**config.mk**
```make
export PLATFORM = sky130hd
export DESIGN_NAME = ex_mem_stage
export DESIGN_NICKNAME = d
export VERILOG_FILES = /design/src/rtl/pipe_pkg.sv /design/src/rtl/pipe_slot.sv /design/src/rtl/ex_mem_stage.sv
export SDC_FILE = /design/constraint.sdc
export NUM_CORES = 1
export LEC_CHECK = 0
export ABC_AREA = 0
export CORE_ASPECT_RATIO = 0.8
export CORE_UTILIZATION = 45
export CTS_BUF_LIST = sky130_fd_sc_hd__clkbuf_4
export DETAILED_ROUTE_END_ITERATION = 7
export PLACE_DENSITY = 0.86
export SLEW_MARGIN = 20
export SYNTH_ARGS = -nofsm -noshare
export SYNTH_HDL_FRONTEND = slang
export SYNTH_SLANG_ARGS = --single-unit
```
**constraint.sdc**
```tcl
create_clock -name clk -period 1.8 [get_ports clk]
set_input_delay 0.18 -clock clk [delete_from_list [all_inputs] [get_ports clk]]
set_output_delay 0.18 -clock clk [all_outputs]
set_load 0.005 [all_outputs]
```
**src/rtl/pipe_pkg.sv**
```systemverilog
// Shared types and constants for the EX/MEM pipeline stage.
// Optional feature macro used by ex_mem_stage: EX_MEM_STALL_CNT_EN.
package pipe_pkg;

    typedef struct packed {
        logic regwrite;
        logic memtoreg;
        logic memwrite;
    } ex_mem_ctrl_t;

    typedef enum logic [1:0] {
        EMPTY = 2'd0,
        FULL  = 2'd1,
        SKID  = 2'd2
    } stage_state_t;

    localparam int STALL_CNT_W = 32;
    localparam int CTRL_W      = $bits(ex_mem_ctrl_t);

endpackage

```
**src/rtl/pipe_slot.sv**
```systemverilog
// Payload register with load enable; clears to zero on reset.
module pipe_slot #(
    parameter int W = 8
) (
    input  logic         clk,
    input  logic         reset,
    input  logic         load,
    input  logic [W-1:0] d,
    output logic [W-1:0] q
);

    logic [W-1:0] q_reg;

    // Capture the payload only when loaded; otherwise hold.
    always_ff @(posedge clk or negedge reset) begin
        if (!reset) begin
            q_reg <= '0;
        end else if (load) begin
            q_reg <= d;
        end
    end

    assign q = q_reg;

endmodule

```
**src/rtl/ex_mem_stage.sv**
```systemverilog
// EX/MEM pipeline register with valid/ready handshake and a 2-entry skid
// buffer. The main slot drives the outputs; the skid slot catches a beat
// accepted while the main slot is stalled, so in_ready is a plain register.
// Optional feature macro: EX_MEM_STALL_CNT_EN adds a saturating stall_cnt.
module ex_mem_stage
    import pipe_pkg::*;
#(
    parameter int XLEN = 64,
    parameter int RD_W = 5
) (
    input  logic            clk,
    input  logic            reset,
    input  logic            flush,
    input  logic            in_valid,
    output logic            in_ready,
    input  logic            in_regwrite,
    input  logic            in_memtoreg,
    input  logic            in_memwrite,
    input  logic [XLEN-1:0] in_alu,
    input  logic [XLEN-1:0] in_data,
    input  logic [RD_W-1:0] in_rd,
    output logic            out_valid,
    input  logic            out_ready,
    output logic            out_regwrite,
    output logic            out_memtoreg,
    output logic            out_memwrite,
    output logic [XLEN-1:0] out_alu,
    output logic [XLEN-1:0] out_data,
    output logic [RD_W-1:0] out_rd
`ifdef EX_MEM_STALL_CNT_EN
    ,
    output logic [STALL_CNT_W-1:0] stall_cnt
`endif
);

    localparam int PW = CTRL_W + 2 * XLEN + RD_W;

    stage_state_t state_reg;
    stage_state_t state_next;
    logic         in_ready_reg;
    logic         in_ready_next;

    logic         in_fire;
    logic         out_fire;
    logic         main_load;
    logic         skid_load;
    logic         main_from_skid;

    ex_mem_ctrl_t in_ctrl;
    ex_mem_ctrl_t main_ctrl;
    logic [CTRL_W-1:0] ctrl_masked;

    logic [PW-1:0] in_beat;
    logic [PW-1:0] main_d;
    logic [PW-1:0] main_q;
    logic [PW-1:0] skid_q;

    assign in_ctrl  = '{regwrite: in_regwrite, memtoreg: in_memtoreg, memwrite: in_memwrite};
    assign in_beat  = {in_ctrl, in_alu, in_data, in_rd};

    // Gate the registered ready with reset so it reads 0 while reset is held.
    assign in_ready  = in_ready_reg & reset;
    assign out_valid = (state_reg != EMPTY);
    assign in_fire   = in_valid & in_ready;
    assign out_fire  = out_valid & out_ready;

    // State and registered in_ready; ready only depends on the next state.
    always_ff @(posedge clk or negedge reset) begin
        if (!reset) begin
            state_reg    <= EMPTY;
            in_ready_reg <= 1'b1;
        end else begin
            state_reg    <= state_next;
            in_ready_reg <= in_ready_next;
        end
    end

    // Next-state and slot-load decisions; flush overrides everything.
    always_comb begin
        state_next     = state_reg;
        main_load      = 1'b0;
        skid_load      = 1'b0;
        main_from_skid = 1'b0;
        case (state_reg)
            EMPTY: begin
                if (in_fire) begin
                    state_next = FULL;
                    main_load  = 1'b1;
                end
            end
            FULL: begin
                if (in_fire && out_fire) begin
                    main_load = 1'b1;
                end else if (in_fire) begin
                    state_next = SKID;
                    skid_load  = 1'b1;
                end else if (out_fire) begin
                    state_next = EMPTY;
                end
            end
            SKID: begin
                if (out_fire) begin
                    state_next     = FULL;
                    main_load      = 1'b1;
                    main_from_skid = 1'b1;
                end
            end
            default: begin
                state_next = EMPTY;
            end
        endcase
        if (flush) begin
            // Payloads are left untouched; only occupancy is cleared.
            state_next     = EMPTY;
            main_load      = 1'b0;
            skid_load      = 1'b0;
            main_from_skid = 1'b0;
        end
        in_ready_next = (state_next != SKID);
    end

    assign main_d = main_from_skid ? skid_q : in_beat;

    pipe_slot #(.W(PW)) u_main (
        .clk   (clk),
        .reset (reset),
        .load  (main_load),
        .d     (main_d),
        .q     (main_q)
    );

    pipe_slot #(.W(PW)) u_skid (
        .clk   (clk),
        .reset (reset),
        .load  (skid_load),
        .d     (in_beat),
        .q     (skid_q)
    );

    assign main_ctrl = main_q[PW-1 -: CTRL_W];
    assign out_alu   = main_q[2*XLEN+RD_W-1 -: XLEN];
    assign out_data  = main_q[XLEN+RD_W-1 -: XLEN];
    assign out_rd    = main_q[RD_W-1:0];

    // Bubbles must never write, so every control bit is qualified by valid.
    generate
        for (genvar gi = 0; gi < CTRL_W; gi++) begin : g_ctrl_mask
            assign ctrl_masked[gi] = main_ctrl[gi] & out_valid;
        end
    endgenerate

    assign out_regwrite = ctrl_masked[2];
    assign out_memtoreg = ctrl_masked[1];
    assign out_memwrite = ctrl_masked[0];

`ifdef EX_MEM_STALL_CNT_EN
    logic [STALL_CNT_W-1:0] stall_cnt_reg;

    // Saturating count of cycles where a beat waits on MEM; flush does not clear it.
    always_ff @(posedge clk or negedge reset) begin
        if (!reset) begin
            stall_cnt_reg <= '0;
        end else if (out_valid && !out_ready && (stall_cnt_reg != '1)) begin
            stall_cnt_reg <= stall_cnt_reg + 1'b1;
        end
    end

    assign stall_cnt = stall_cnt_reg;
`endif

endmodule

```
# Word level (Yosys, flattened, before mapping)
# Index checks and enable logic that the tools add are counted.
dict set report word_totals {
  latch_bits 0
  output_inout_bits 138
  inputBits 141
  ramBits 0
  rom_bits 0
  n_memories 0
  ff_bits 275
}
dict set report op_classes {
  n_reduce_logical 3
  div 0
  shifts 0
  n_mul 0
  n_mux 18
  magnitude_cmp 0
  bitwise_logic 6
  n_addsub 0
  eq_ne 3
}
# cell count
set ops {}
lappend ops {{$mux W136} 1}
lappend ops {{$mux W2} 6}
lappend ops {{$mux W1} 9}
lappend ops {{$and A1 B1 Y1} 6}
lappend ops {{$pmux W2 S3} 1}
lappend ops {{$pmux W1 S3} 1}
lappend ops {{$eq A2 B1 Y1 const B} 1}
lappend ops {{$eq A2 B2 Y1 const B} 1}
lappend ops {{$logic_not A2 Y1} 1}
lappend ops {{$ne A2 B2 Y1 const B} 1}
lappend ops {{$reduce_bool A2 Y1} 1}
lappend ops {{$logic_and A1 B1 Y1} 1}

# Longest topological paths before layout
# Gate-level depths: netlist (run 1).
dict set report depth {
  ltp_word 8
  depth_mapped 6
  ltp_nobuf 3
}

# By module
# A second synthesis (run 1) with hierarchy kept.
dict set report unflattened {
  cells_unflattened 748
  area_unflattened_um2 12772.2
}
# module area_per_inst_um2 cells_per_inst n_inst
set modules_own_cells {}
lappend modules_own_cells {pipe_slot 5197.5 287 2}
lappend modules_own_cells {ex_mem_stage 2377.3 174 1}

# Worst setup path after synthesis (run 1)
# OpenSTA, ideal clock, no wires.
dict set report synth_timing {
  path_kind {reg-to-reg}
  startpoint {reg state_reg[1]}
  endpoint {reg u_main.q_reg[80] (netlist: u_main.q[80])}
  n_path_buf 2
  arrival_ns 1.684
  stages_incl_launch_ff 6
  setup_slack_ns -0.008
  cell_sequence {dfrtp_1 > nand2b_1 > a2111oi_2 > buf_2 > buf_4 > mux2_2}
}
dict set report synth_via {
  elab_chain_len 6
}
# item line_no
set synth_lines {}
lappend synth_lines {{start, declared} ex_mem_stage.sv:38} ;# stage_state_t state_reg;
lappend synth_lines {{start signal, assigned} ex_mem_stage.sv:73} ;# state_reg <= state_next;
lappend synth_lines {{$reduce_bool A2 Y1} ex_mem_stage.sv:63} ;# assign out_valid = (state_reg != EMPTY);
lappend synth_lines {{$and A1 B1 Y1} ex_mem_stage.sv:65} ;# assign out_fire = out_valid & out_ready;
lappend synth_lines {{$logic_and A1 B1 Y1 / $mux W1 (equally long branches)} {ex_mem_stage.sv:92, ex_mem_stage.sv:102}}
lappend synth_lines {{$mux W1, on equally long branches} {ex_mem_stage.sv:92, ex_mem_stage.sv:84}}
lappend synth_lines {{$pmux W1 S3 / $mux W1 (equally long branches)} {ex_mem_stage.sv:84, ex_mem_stage.sv:112}}
lappend synth_lines {{$mux W1 / $mux W136 (equally long branches)} {ex_mem_stage.sv:112, ex_mem_stage.sv:122}}
lappend synth_lines {{end signal, assigned} pipe_slot.sv:17} ;# q_reg <= '0;
lappend synth_lines {{end signal, assigned} pipe_slot.sv:19} ;# q_reg <= d;
lappend synth_lines {{end, declared} pipe_slot.sv:12} ;# logic [W-1:0] q_reg;
# Parallel ways exist; a longest one is shown, timed or not.
# A chain may end at the register's enable or synchronous reset.

# Final worst setup path (run 1)
dict set report layout_timing {
  startpoint {reg state_reg[1]}
  endpoint {reg u_main.q_reg[69] (netlist: u_main.q[69])}
}
# The elaborated chain is that of the path after synthesis.

==> reports/qor.csv, run 1 <==
stage;metric;value;unit
synth;synth_xor_area_share;0;%
synth;yosys-top-cells-count;mux2_2, dfrtp_1, buf_4;
synth;synth.area.mux_share;35.6;%
floorplanning;core-area;28200;sq um
clock_tree;clock_latency;670;ps
global_route;grt_pass1_wl;45700;um
critical_path;end_kind;flop;
drt;drt_pre_antenna_iters;4;
global_route;first_global_vias;8647;
drt;postRouteWirelength;30500;um
sta;period_needed;1960;ps
drt;vias_per_cell;5.00;
critical_path;rr_endpoint;u_main.q[69]$_DFFE_PN0P_;
sta;setup_viol;136;
clock_tree;clk_pin_slew;60;ps
pwr;switchingPower;4.29;mW
placed_design;gp_congestion;0.791;
pwr;leakagePower;8.48;nW
synth;syn_nets;1023;
final_layout;drive_gt1_share;49.0;%
sta;slew_headroom;47.0;%
critical_path;path_cells;nor2b_4 -> a2111oi_4 -> buf_6 -> buf_12 -> buf_12 -> mux2_2;
synth;ys.flop_type;dfrtp_1;
sta;max_slew.worst_pin.slew;795;ps
sta;hold_violations;0;
run;maxCapViolations;0;
clock_tree;clock_path_buffers;3;
synth;synth_cell_types;21;
floorplanning;row_count;55;
pwr;p_comb_share;22.4;%
pwr;p_int;12.5;mW
synth;async_reset_ff_share;100;%
final_layout;area_growth_syn_to_layout;35.6;%
global_route;grt.total_usage;19.8;%
drt;top_layer_used;met4;
global_route;grt_max_degree;144;
floorplanning;die_area;29300;sq um
sta;fin_skew;28.3;ps
final_layout;finalNetCount;1300;
pwr;powerDensity;960;nW/um^2
clock_tree;cts_tree;done;
critical_path;setup.worst_path.start;state_reg[1]$_DFF_PN0_;
synth;yosys.area_share.simple;0.747;%
synth;netlist_instances;882;
pwr;ir_drop;0.644;mV
synth;synth_area;12900;sq um
final_layout;num_antenna_cells;0;
floorplanning;dieHeight;153;um
synth;synth_edf_count;0;
critical_path;critPathBufInv;3;
sta;slew_violations;0;
critical_path;worstPathMaxFanout;7;
min_path;hold_class;input pin to flop;
sta;rsz0062_at_grt;yes;
sta;finalCritPeriodShare;109;%
placed_design;io_buffers;278;
global_route;antenna_found_initial;0;
pwr;pwr-share-clk;30.1;%
pwr;p_sw_share;25.6;%
drt;drt_iter0_drc;280;
status;violations;setup timing;
floorplanning;pin_count;279;
floorplanning;fp.dieW;191;um
critical_path;regToRegSetupSlack;-160;ps
placed_design;preCtsSetupSlack;-460;ps
synth;synth_area_per_cell;14.6;sq um
sta;timing.hold.ws;149;ps
sta;fin_ws;-156;ps
placed_design;dp_hpwl;19300;um
drt;vias;7820;
synth;synthTopCellsByArea;dfrtp_1, mux2_2, buf_4, mux2_1, buf_2;
drt;dr_wl_met3;2110;um
status;status;complete, but fails checks;
critical_path;startpoint_type;flop;
critical_path;path_class;flop to flop;
drt;wl_met1;12900;um
pwr;p_total;16.8;mW
critical_path;critical-path-slowest-cell;dfrtp_1;
global_route;grt_overflow_total;0;
synth;yosys.area.top_type;dfrtp_1;
critical_path;cp_common_cell;buf_12;
clock_tree;clock_sinks;275;
critical_path;crit_path_end;u_main.q[69]$_DFFE_PN0P_;
synth;yosys.area_share.adder;0;%
sta;setup_tns;-14480;ps
critical_path;r2r_cells;6;
critical_path;cp.arrival;2480;ps
drt;route.detailed.drc;0;
pwr;power_frac_seq;47.5;%
drt;wl_per_cell;19.5;um
drt;wl_met2;14800;um
synth;synth-compound-area-share;0.262;%
clock_tree;cts-root-buf;clkbuf_4;
critical_path;r2r-start;state_reg[1]$_DFF_PN0_;
synth;synth_seq_cells;275;
synth;synth_most_common_cell;mux2_2;
clock_tree;cts_made_buffers;72;
clock_tree;h-tree-depth;3;
critical_path;critPathMaxStageDelay;420;ps
critical_path;worstPathRequired;2330;ps
synth;yosysSeqAreaShare;53.4;%
drt;detail-route-antenna-nets;0;
final_layout;nFillCells;2037;
synth;synth_top_area_share;53.2;%
floorplanning;start_util;45.7;%
min_path;hold_depth;2;
critical_path;cp.depth;6;
synth;ys_warn_count;0;
critical_path;crit_family;buffers and inverters;
sta;fmax;511;MHz
synth;synth_top_family_by_area;multiplexers;
-- placed cells by master (no fill, tap or decap), drive strengths merged --
| cell | n |
|---|---|
| and4bb | 1 |
| dlygate4sd3 | 1 |
| inv | 3 |
| a31oi | 1 |
| clkinv | 12 |
| nor3 | 1 |
| nand2 | 1 |
| nor2 | 2 |
| a2111oi | 1 |
| bufinv | 1 |
| clkbuf | 102 |
| and2 | 1 |
| dlymetal6s2s | 57 |
| nand2b | 2 |
| a21oi | 1 |
| dfrtp | 274 |
| buf | 101 |
| clkdlybuf4s50 | 162 |
| mux2 | 408 |
| and3 | 1 |
| dlygate4sd2 | 53 |
| nand3 | 1 |
| dfstp | 1 |
| nor2b | 6 |
| o21bai | 1 |
-- worst register-to-register path: stages (launching register included) --
cell and delay, ps:
dfrtp_1 420, nor2b_4 150, a2111oi_4 360, buf_6 210
buf_12 180, buf_12 160, mux2_2 340
-- through the flow --
step                      cells  area, sq um  util, %
final                      1565        17500     62.0
after global routing       1565        17500     62.0
after CTS                  1542        16900     59.9
after detailed placement   1419        15700     55.8
after global placement     1419        15700     55.8
after floorplan             882        12900        -
-- final cells by class --
cell class / count / area [sq um] / share of cell area (%)
inverters: 1 / 3.75 / 0.0215
multi-input cells: 428 / 5100 / 29.2
well taps: 370 / 463 / 2.65
repair buffers: 381 / 4250 / 24.3
clock inverters: 15 / 85.1 / 0.486
clock buffers: 95 / 713 / 4.08
flip-flops and latches: 275 / 6880 / 39.3
-- power by group through the flow --
| stage | clock network [mW] | registers, mW | logic, mW |
|---|---|---|---|
| final | 5.05 | 7.97 | 3.77 |
| after detailed placement | 0 | 8.06 | 3.53 |
| after global placement | 0 | 7.98 | 3.41 |
| after floorplan | 0 | 7.85 | 2.31 |
| after CTS | 5.23 | 7.96 | 3.59 |
| after global routing | 5.55 | 8.10 | 4.02 |
-- kinds of logic after synthesis --
group / count (synthesis)
multiplexers: 408
flip-flops: 275
buffers and inverters: 179
AND/OR/NAND/NOR: 16
AO/OA/AOI/OAI: 4
-- routing by layer --
metal | GRT usage (%) | up-vias
met1 | 25.0 | 3962
met4 | 8.16 | 0
met3 | 6.87 | 57
met2 | 31.0 | 248
met5 | 0 | -
li1 | - | 3553
-- worst min path at each step --
| stage | from | to | slack, ps |
|---|---|---|---|
| 2_1_floorplan | reset | state_reg[0]$_DFF_PN0_ | -120 |
| 3_3_place_gp | reset | state_reg[1]$_DFF_PN0_ | 340 |
| 3_5_place_dp | reset | u_skid.q[101]$_DFFE_PN0P_ | 350 |
| 4_1_cts | in_alu[2] | u_skid.q[71]$_DFFE_PN0P_ | 60 |
| 5_1_grt | in_data[52] | u_skid.q[57]$_DFFE_PN0P_ | 70 |
| 6_report | in_data[52] | u_skid.q[57]$_DFFE_PN0P_ | 150 |
-- what timing repair did --
item / in CTS / in global routing
endpoints found under the setup margin: 195 / 327
gates resized for setup: 156 / 101
hold buffers: 1 / 0
cloned: 3 / 7
buffers inserted: 9 / 18
endpoints found under the hold margin: 275 / 0
pin swaps: 2 / 2
No activity file was read; power rests on OpenSTA's default activity.
==> run 2, diff against run 1 <==
--- a/config.mk
+++ b/config.mk
@@ -9,8 +9,10 @@
 export CORE_ASPECT_RATIO = 0.8
 export CORE_UTILIZATION = 45
 export CTS_BUF_LIST = sky130_fd_sc_hd__clkbuf_4
+export CTS_CLUSTER_DIAMETER = 200
 export DETAILED_ROUTE_END_ITERATION = 7
 export PLACE_DENSITY = 0.86
+export SETUP_SLACK_MARGIN = 0.1
 export SLEW_MARGIN = 20
 export SYNTH_ARGS = -nofsm -noshare
 export SYNTH_HDL_FRONTEND = slang
==> run 2 against run 1 <==
- the run still ends with setup timing left
- first-iteration DRC count grew 8.9%
- utilization up 2.6 points
- die area stayed put
- worst setup slack worse by 27 ps
- routed wire length up 13%
- largest cell class unchanged
- highest routed layer unchanged
==> reports/qor.csv, run 2 (synthesis gave the netlist of run 1 again) <==
stage;metric;value;unit
critical_path;r2r_cells;7;
global_route;grt_max_degree;135;
placed_design;io_buffers;278;
sta;setup_viol;139;
critical_path;startpoint_type;flop;
global_route;antenna_found_initial;2;
clock_tree;cts_made_buffers;72;
critical_path;cp.arrival;2530;ps
run;maxCapViolations;0;
final_layout;drive_gt1_share;52.8;%
sta;slew_violations;0;
sta;hold_violations;0;
drt;detail-route-antenna-nets;0;
critical_path;path_class;flop to flop;
clock_tree;clock_path_buffers;3;
clock_tree;cts_tree;done;
clock_tree;h-tree-depth;3;
status;status;complete, but fails checks;
sta;finalCritPeriodShare;110;%
global_route;grt_overflow_total;0;
final_layout;final_cell_mix;dfrtp_1, mux2_4, mux2_2, clkdlybuf4s50_1, dlygate4sd2_1;
floorplanning;start_util;45.7;%
drt;vias_per_cell;5.15;
floorplanning;core-area;28200;sq um
placed_design;gp_congestion;0.763;
final_layout;utilization;64.6;%
sta;slew_headroom;44.9;%
pwr;powerDensity;941;nW/um^2
drt;drt_pre_antenna_iters;5;
final_layout;area_growth_syn_to_layout;41.3;%
pwr;leakagePower;8.69;nW
global_route;grt_pass1_wl;44900;um
sta;setup_tns;-14860;ps
sta;period_needed;1980;ps
clock_tree;clock_sinks;275;
floorplanning;row_count;55;
floorplanning;dieHeight;153;um
floorplanning;fp.dieW;191;um
sta;rsz0062_at_grt;yes;
critical_path;worstPathRequired;2350;ps
sta;fin_skew;24.0;ps
drt;wl_per_cell;21.7;um
status;violations;setup timing;
sta;max_slew.worst_pin.slew;827;ps
drt;postRouteWirelength;34400;um
placed_design;dp_hpwl;18900;um
pwr;ir_drop;0.628;mV
floorplanning;die_area;29300;sq um
global_route;grt.total_usage;19.5;%
final_layout;nFillCells;1958;
clock_tree;clock_latency;680;ps
sta;fmax;504;MHz
floorplanning;pin_count;279;
global_route;first_global_vias;8634;
final_layout;finalNetCount;1309;
clock_tree;clk_pin_slew;70;ps
final_layout;final_common_cell;dfrtp_1;
critical_path;end_kind;flop;
clock_tree;cts-root-buf;clkbuf_4;
min_path;hold_class;input pin to flop;
critical_path;worstPathMaxFanout;10;
sta;fin_ws;-183;ps
drt;drt_iter0_drc;305;
drt;vias;8171;
drt;route.detailed.drc;0;
min_path;hold_depth;4;
run 2: cell types whose count changed in the layout (fill, tap and decap cells not counted), moves of 16 or more:
cell,previous run,this run
buf_4,49,33
mux2_1,41,11
clkdlybuf4s50_1,162,139
dlygate4sd2_1,53,133
mux2_2,281,176
dlymetal6s2s_1,57,0
mux2_4,86,221
run 2: per-stage QoR:
stage | cell area (sq um) | setup WS (ps) | cells | hold WS [ps] | power (mW)
2_1_floorplan | 13000 | 43.6 | 882 | -116 | 10.2
3_3_place_gp | 15600 | -296 | 1409 | 222 | 11.4
3_5_place_dp | 15600 | -333 | 1409 | 235 | 11.6
4_1_cts | 16700 | -153 | 1550 | 25.1 | 16.7
5_1_grt | 18200 | -239 | 1586 | 30.2 | 18.0
6_report | 18200 | -183 | 1586 | 93.5 | 17.2
run 2: worst max-delay path: stages, from the launching register on:
cell and delay, ps:
dfrtp_2 420, buf_6 120, and4bb_4 310, buf_6 130
buf_8 120, buf_12 150, mux2_2 340, mux2_4 250
run 2: power breakdown:
part / internal, mW / leakage [nW] / total (mW) / switching [mW]
combinational: 2.60 / 4.71 / 3.84 / 1.25
sequential: 7.36 / 3.45 / 8.04 / 0.681
clock: 2.74 / 0.527 / 5.27 / 2.54
total: 12.7 / 8.69 / 17.2 / 4.46
run 2: path summary, 6_finish.rpt:
| kind | start | endpoint | slack [ps] |
|---|---|---|---|
| setup / recovery | state_reg[1]$_DFF_PN0_ | u_main.q[134]$_DFFE_PN0P_ | -180 |
| hold / removal | reset | state_reg[0]$_DFF_PN0_ | 90 |
| setup reg to reg | state_reg[1]$_DFF_PN0_ | u_main.q[134]$_DFFE_PN0P_ | -180 |
| hold reg to reg | u_skid.q[79]$_DFFE_PN0P_ | u_skid.q[79]$_DFFE_PN0P_ | 500 |
| max in group asynchronous | reset | state_reg[1]$_DFF_PN0_ | 470 |
| min in group asynchronous | reset | u_skid.q[1]$_DFFE_PN0P_ | 210 |
run 2: routing by layer:
| metal | vias up | wire (um) | global-route usage, % |
|---|---|---|---|
| met3 | 63 | 2610 | 7.69 |
| met4 | 0 | 769 | 6.69 |
| met1 | 4230 | 14300 | 24.6 |
| met5 | - | 0 | 0 |
| li1 | 3588 | - | - |
| met2 | 290 | 16800 | 30.3 |
run 2: what timing repair did:
action,CTS,global route
hold endpoints to repair,209,0
hold buffers,1,0
gates cloned,1,26
pin swaps,2,1
buffers inserted,19,8
endpoints found under the setup margin,398,271
gates resized for setup,205,228
run 2: area by class of cell:
type,count,area (sq um),area share [%]
Antenna cell,2,5.00,0.0275
Clock buffer,109,818,4.49
Clock inverter,11,41.3,0.227
Inverter,1,3.75,0.0206
Multi-Input combinational cell,428,5650,31.0
Sequential cell,275,6880,37.8
Tap cell,370,463,2.54
Timing Repair Buffer,390,4370,24.0
==> run 3, diff against run 2 <==
--- a/config.mk
+++ b/config.mk
@@ -11,7 +11,7 @@
 export CTS_BUF_LIST = sky130_fd_sc_hd__clkbuf_4
 export CTS_CLUSTER_DIAMETER = 200
 export DETAILED_ROUTE_END_ITERATION = 7
-export PLACE_DENSITY = 0.86
+export PLACE_DENSITY = 0.83
 export SETUP_SLACK_MARGIN = 0.1
 export SLEW_MARGIN = 20
 export SYNTH_ARGS = -nofsm -noshare
==> constraint.sdc (replaced) <==
create_clock -name clk -period 2 [get_ports clk]
set_input_delay 0.4 -clock clk [delete_from_list [all_inputs] [get_ports clk]]
set_output_delay 0.4 -clock clk [all_outputs]
set_load 0.005 [all_outputs]
==> run 3 against run 2 <==
- the flow still finishes with violations (setup timing)
- sequential share of layout area increased by 2.1 points
- die area unchanged
- critical path depth increased by 3
- register-to-register slack improved by 160 ps
- via count decreased by 5.1%
- cell area decreased by 5.4%
- critical endpoint is now u_main.q[80]$_DFFE_PN0P_
==> reports/qor.csv, run 3 (synthesis gave the netlist of run 1 again) <==
stage;metric;value;unit
drt;postRouteWirelength;28900;um
floorplanning;start_util;45.7;%
floorplanning;die_area;29300;sq um
critical_path;cp.arrival;2560;ps
sta;slew_violations;0;
placed_design;dp_hpwl;18800;um
pwr;p_int;11.2;mW
drt;drt_pre_antenna_iters;4;
drt;drt_iter0_drc;193;
sta;rsz0062_at_grt;yes;
global_route;grt.total_usage;20.0;%
critical_path;r2r_cells;10;
status;status;complete, but fails checks;
final_layout;finalNetCount;1296;
pwr;power_frac_seq;48.0;%
critical_path;worstPathMaxFanout;7;
floorplanning;core-area;28200;sq um
min_path;hold_depth;2;
global_route;antenna_found_initial;2;
drt;vias_per_cell;4.93;
critical_path;end_kind;flop;
critical_path;rr_endpoint;u_main.q[80]$_DFFE_PN0P_;
floorplanning;pin_count;279;
placed_design;io_buffers;278;
critical_path;regToRegSetupSlack;-20;ps
global_route;grt_overflow_total;0;
placed_design;place_inst;1411;
placed_design;preCtsSetupSlack;-394;ps
pwr;ir_drop;0.613;mV
drt;route.detailed.drc;0;
sta;setup_viol;13;
floorplanning;dieHeight;153;um
drt;wl_per_cell;18.4;um
critical_path;critPathBufInv;7;
critical_path;critical-path-slowest-cell;dfrtp_1;
clock_tree;cts_made_buffers;72;
critical_path;crit_family;buffers and inverters;
pwr;leakagePower;7.97;nW
sta;timing.hold.ws;364;ps
run;maxCapViolations;0;
sta;fin_ws;-20.2;ps
pwr;p_comb_share;20.4;%
final_layout;final_cell_mix;mux2_2, dfrtp_1, clkdlybuf4s50_1, dlygate4sd2_1, clkbuf_4;
clock_tree;cts_tree;done;
final_layout;final_cells;1572;
drt;detail-route-antenna-nets;0;
sta;max_slew.worst_pin.slew;838;ps
min_path;hp-start;in_alu[60];
global_route;grt_pass1_wl;46100;um
final_layout;drive_gt1_share;48.8;%
clock_tree;clock_path_buffers;3;
sta;slew_headroom;44.1;%
global_route;first_global_vias;8636;
min_path;min_to;u_skid.q[129]$_DFFE_PN0P_;
min_path;hold_class;input pin to flop;
floorplanning;row_count;55;
critical_path;cp.depth;10;
pwr;p_sw_share;25.2;%
sta;fmax;495;MHz
clock_tree;clock_sinks;275;
critical_path;path_cells;buf_6 -> buf_4 -> a31oi_2 -> a2111oi_4 -> buf_4 -> buf_12 -> buf_6 -> buf_8 -> buf_16 -> mux2_2;
clock_tree;clock_latency;670;ps
drt;vias;7755;
clock_tree;h-tree-depth;3;
pwr;powerDensity;864;nW/um^2
status;violations;setup timing;
global_route;grt_max_degree;144;
critical_path;critPathMaxStageDelay;390;ps
final_layout;final_common_cell;mux2_2;
pwr;switchingPower;3.76;mW
sta;period_needed;2020;ps
final_layout;area_growth_syn_to_layout;33.7;%
pwr;pwr-share-clk;31.6;%
clock_tree;cts-root-buf;clkbuf_4;
clock_tree;clk_pin_slew;70;ps
floorplanning;fp.dieW;191;um
critical_path;worstPathRequired;2540;ps
critical_path;r2r-start;state_reg[1]$_DFF_PN0_;
sta;hold_violations;0;
critical_path;startpoint_type;flop;
sta;finalCritPeriodShare;101;%
placed_design;gp_congestion;0.759;
critical_path;path_class;flop to flop;
sta;fin_skew;24.8;ps
==> run 3: cell count changes in the layout (fill, tap and decap cells not counted), sizes merged <==
cell / previous run / this run
clkbuf: 129 / 108
bufbuf: 0 / 1
buf: 97 / 99
inv: 4 / 3
clkinv: 8 / 12
bufinv: 0 / 1
==> run 3: power by group through the flow <==
stage	Clock (mW)	Combinational [mW]	Sequential (mW)
final	4.71	3.04	7.16
after global routing	5.19	3.28	7.29
after CTS	4.90	3.02	7.15
after detailed placement	0	3.16	7.26
after global placement	0	3.06	7.19
after floorplan	0	2.08	7.07
==> run 3: stage by stage <==
step | TNS, ps | cell area, sq um | utilization, % | power (mW)
2_1_floorplan | 0 | 12900 | - | 9.15
3_3_place_gp | -66620 | 15700 | 55.6 | 10.3
3_5_place_dp | -67780 | 15700 | 55.6 | 10.4
4_1_cts | -1470 | 17000 | 60.4 | 15.1
5_1_grt | -11270 | 17300 | 61.1 | 15.8
6_report | -143 | 17300 | 61.1 | 14.9
==> run 3: metal layers <==
metal	share of wire (%)	GRT usage (%)
met5	0	0
met4	2.0	7.33
met3	7.1	6.48
met2	48	32.3
met1	43	24.9
==> run 3: area by class of cell <==
cell class | count | area [sq um]
Fill cell | 2139 | 11000
Sequential cell | 275 | 6880
Multi-Input combinational cell | 428 | 4970
Timing Repair Buffer | 377 | 4070
Clock buffer | 104 | 781
Tap cell | 370 | 463
Clock inverter | 15 | 82.6
Antenna cell | 2 | 5.00
Inverter | 1 | 3.75
==> run 3: how the worst max path moves through the flow <==
stage / slack [ps] / from / to
4_1_cts: -100 / state_reg[1]$_DFF_PN0_ / out_memwrite
2_1_floorplan: 190 / state_reg[1]$_DFF_PN0_ / u_main.q[80]$_DFFE_PN0P_
3_5_place_dp: -390 / out_ready / u_main.q[88]$_DFFE_PN0P_
6_report: -20 / state_reg[1]$_DFF_PN0_ / u_main.q[80]$_DFFE_PN0P_
5_1_grt: -140 / state_reg[1]$_DFF_PN0_ / out_memwrite
3_3_place_gp: -380 / out_ready / u_main.q[51]$_DFFE_PN0P_
==> run 3: worst register-to-register path, cell delays in order, from the launching register on <==
cell       delay, ps
dfrtp_1          390
buf_6            120
buf_4            120
a31oi_2           50
a2111oi_4        270
buf_4            200
buf_12           140
buf_6            100
buf_8             90
buf_16           110
mux2_2           320
==> run 3: repair_timing <==
action,4_1_cts,5_1_grt
setup buffers,21,6
gates resized for setup,226,15
hold endpoints to repair,152,0
hold buffers,1,0
cloned,8,4
pin swaps,2,2
setup endpoints to repair,190,185
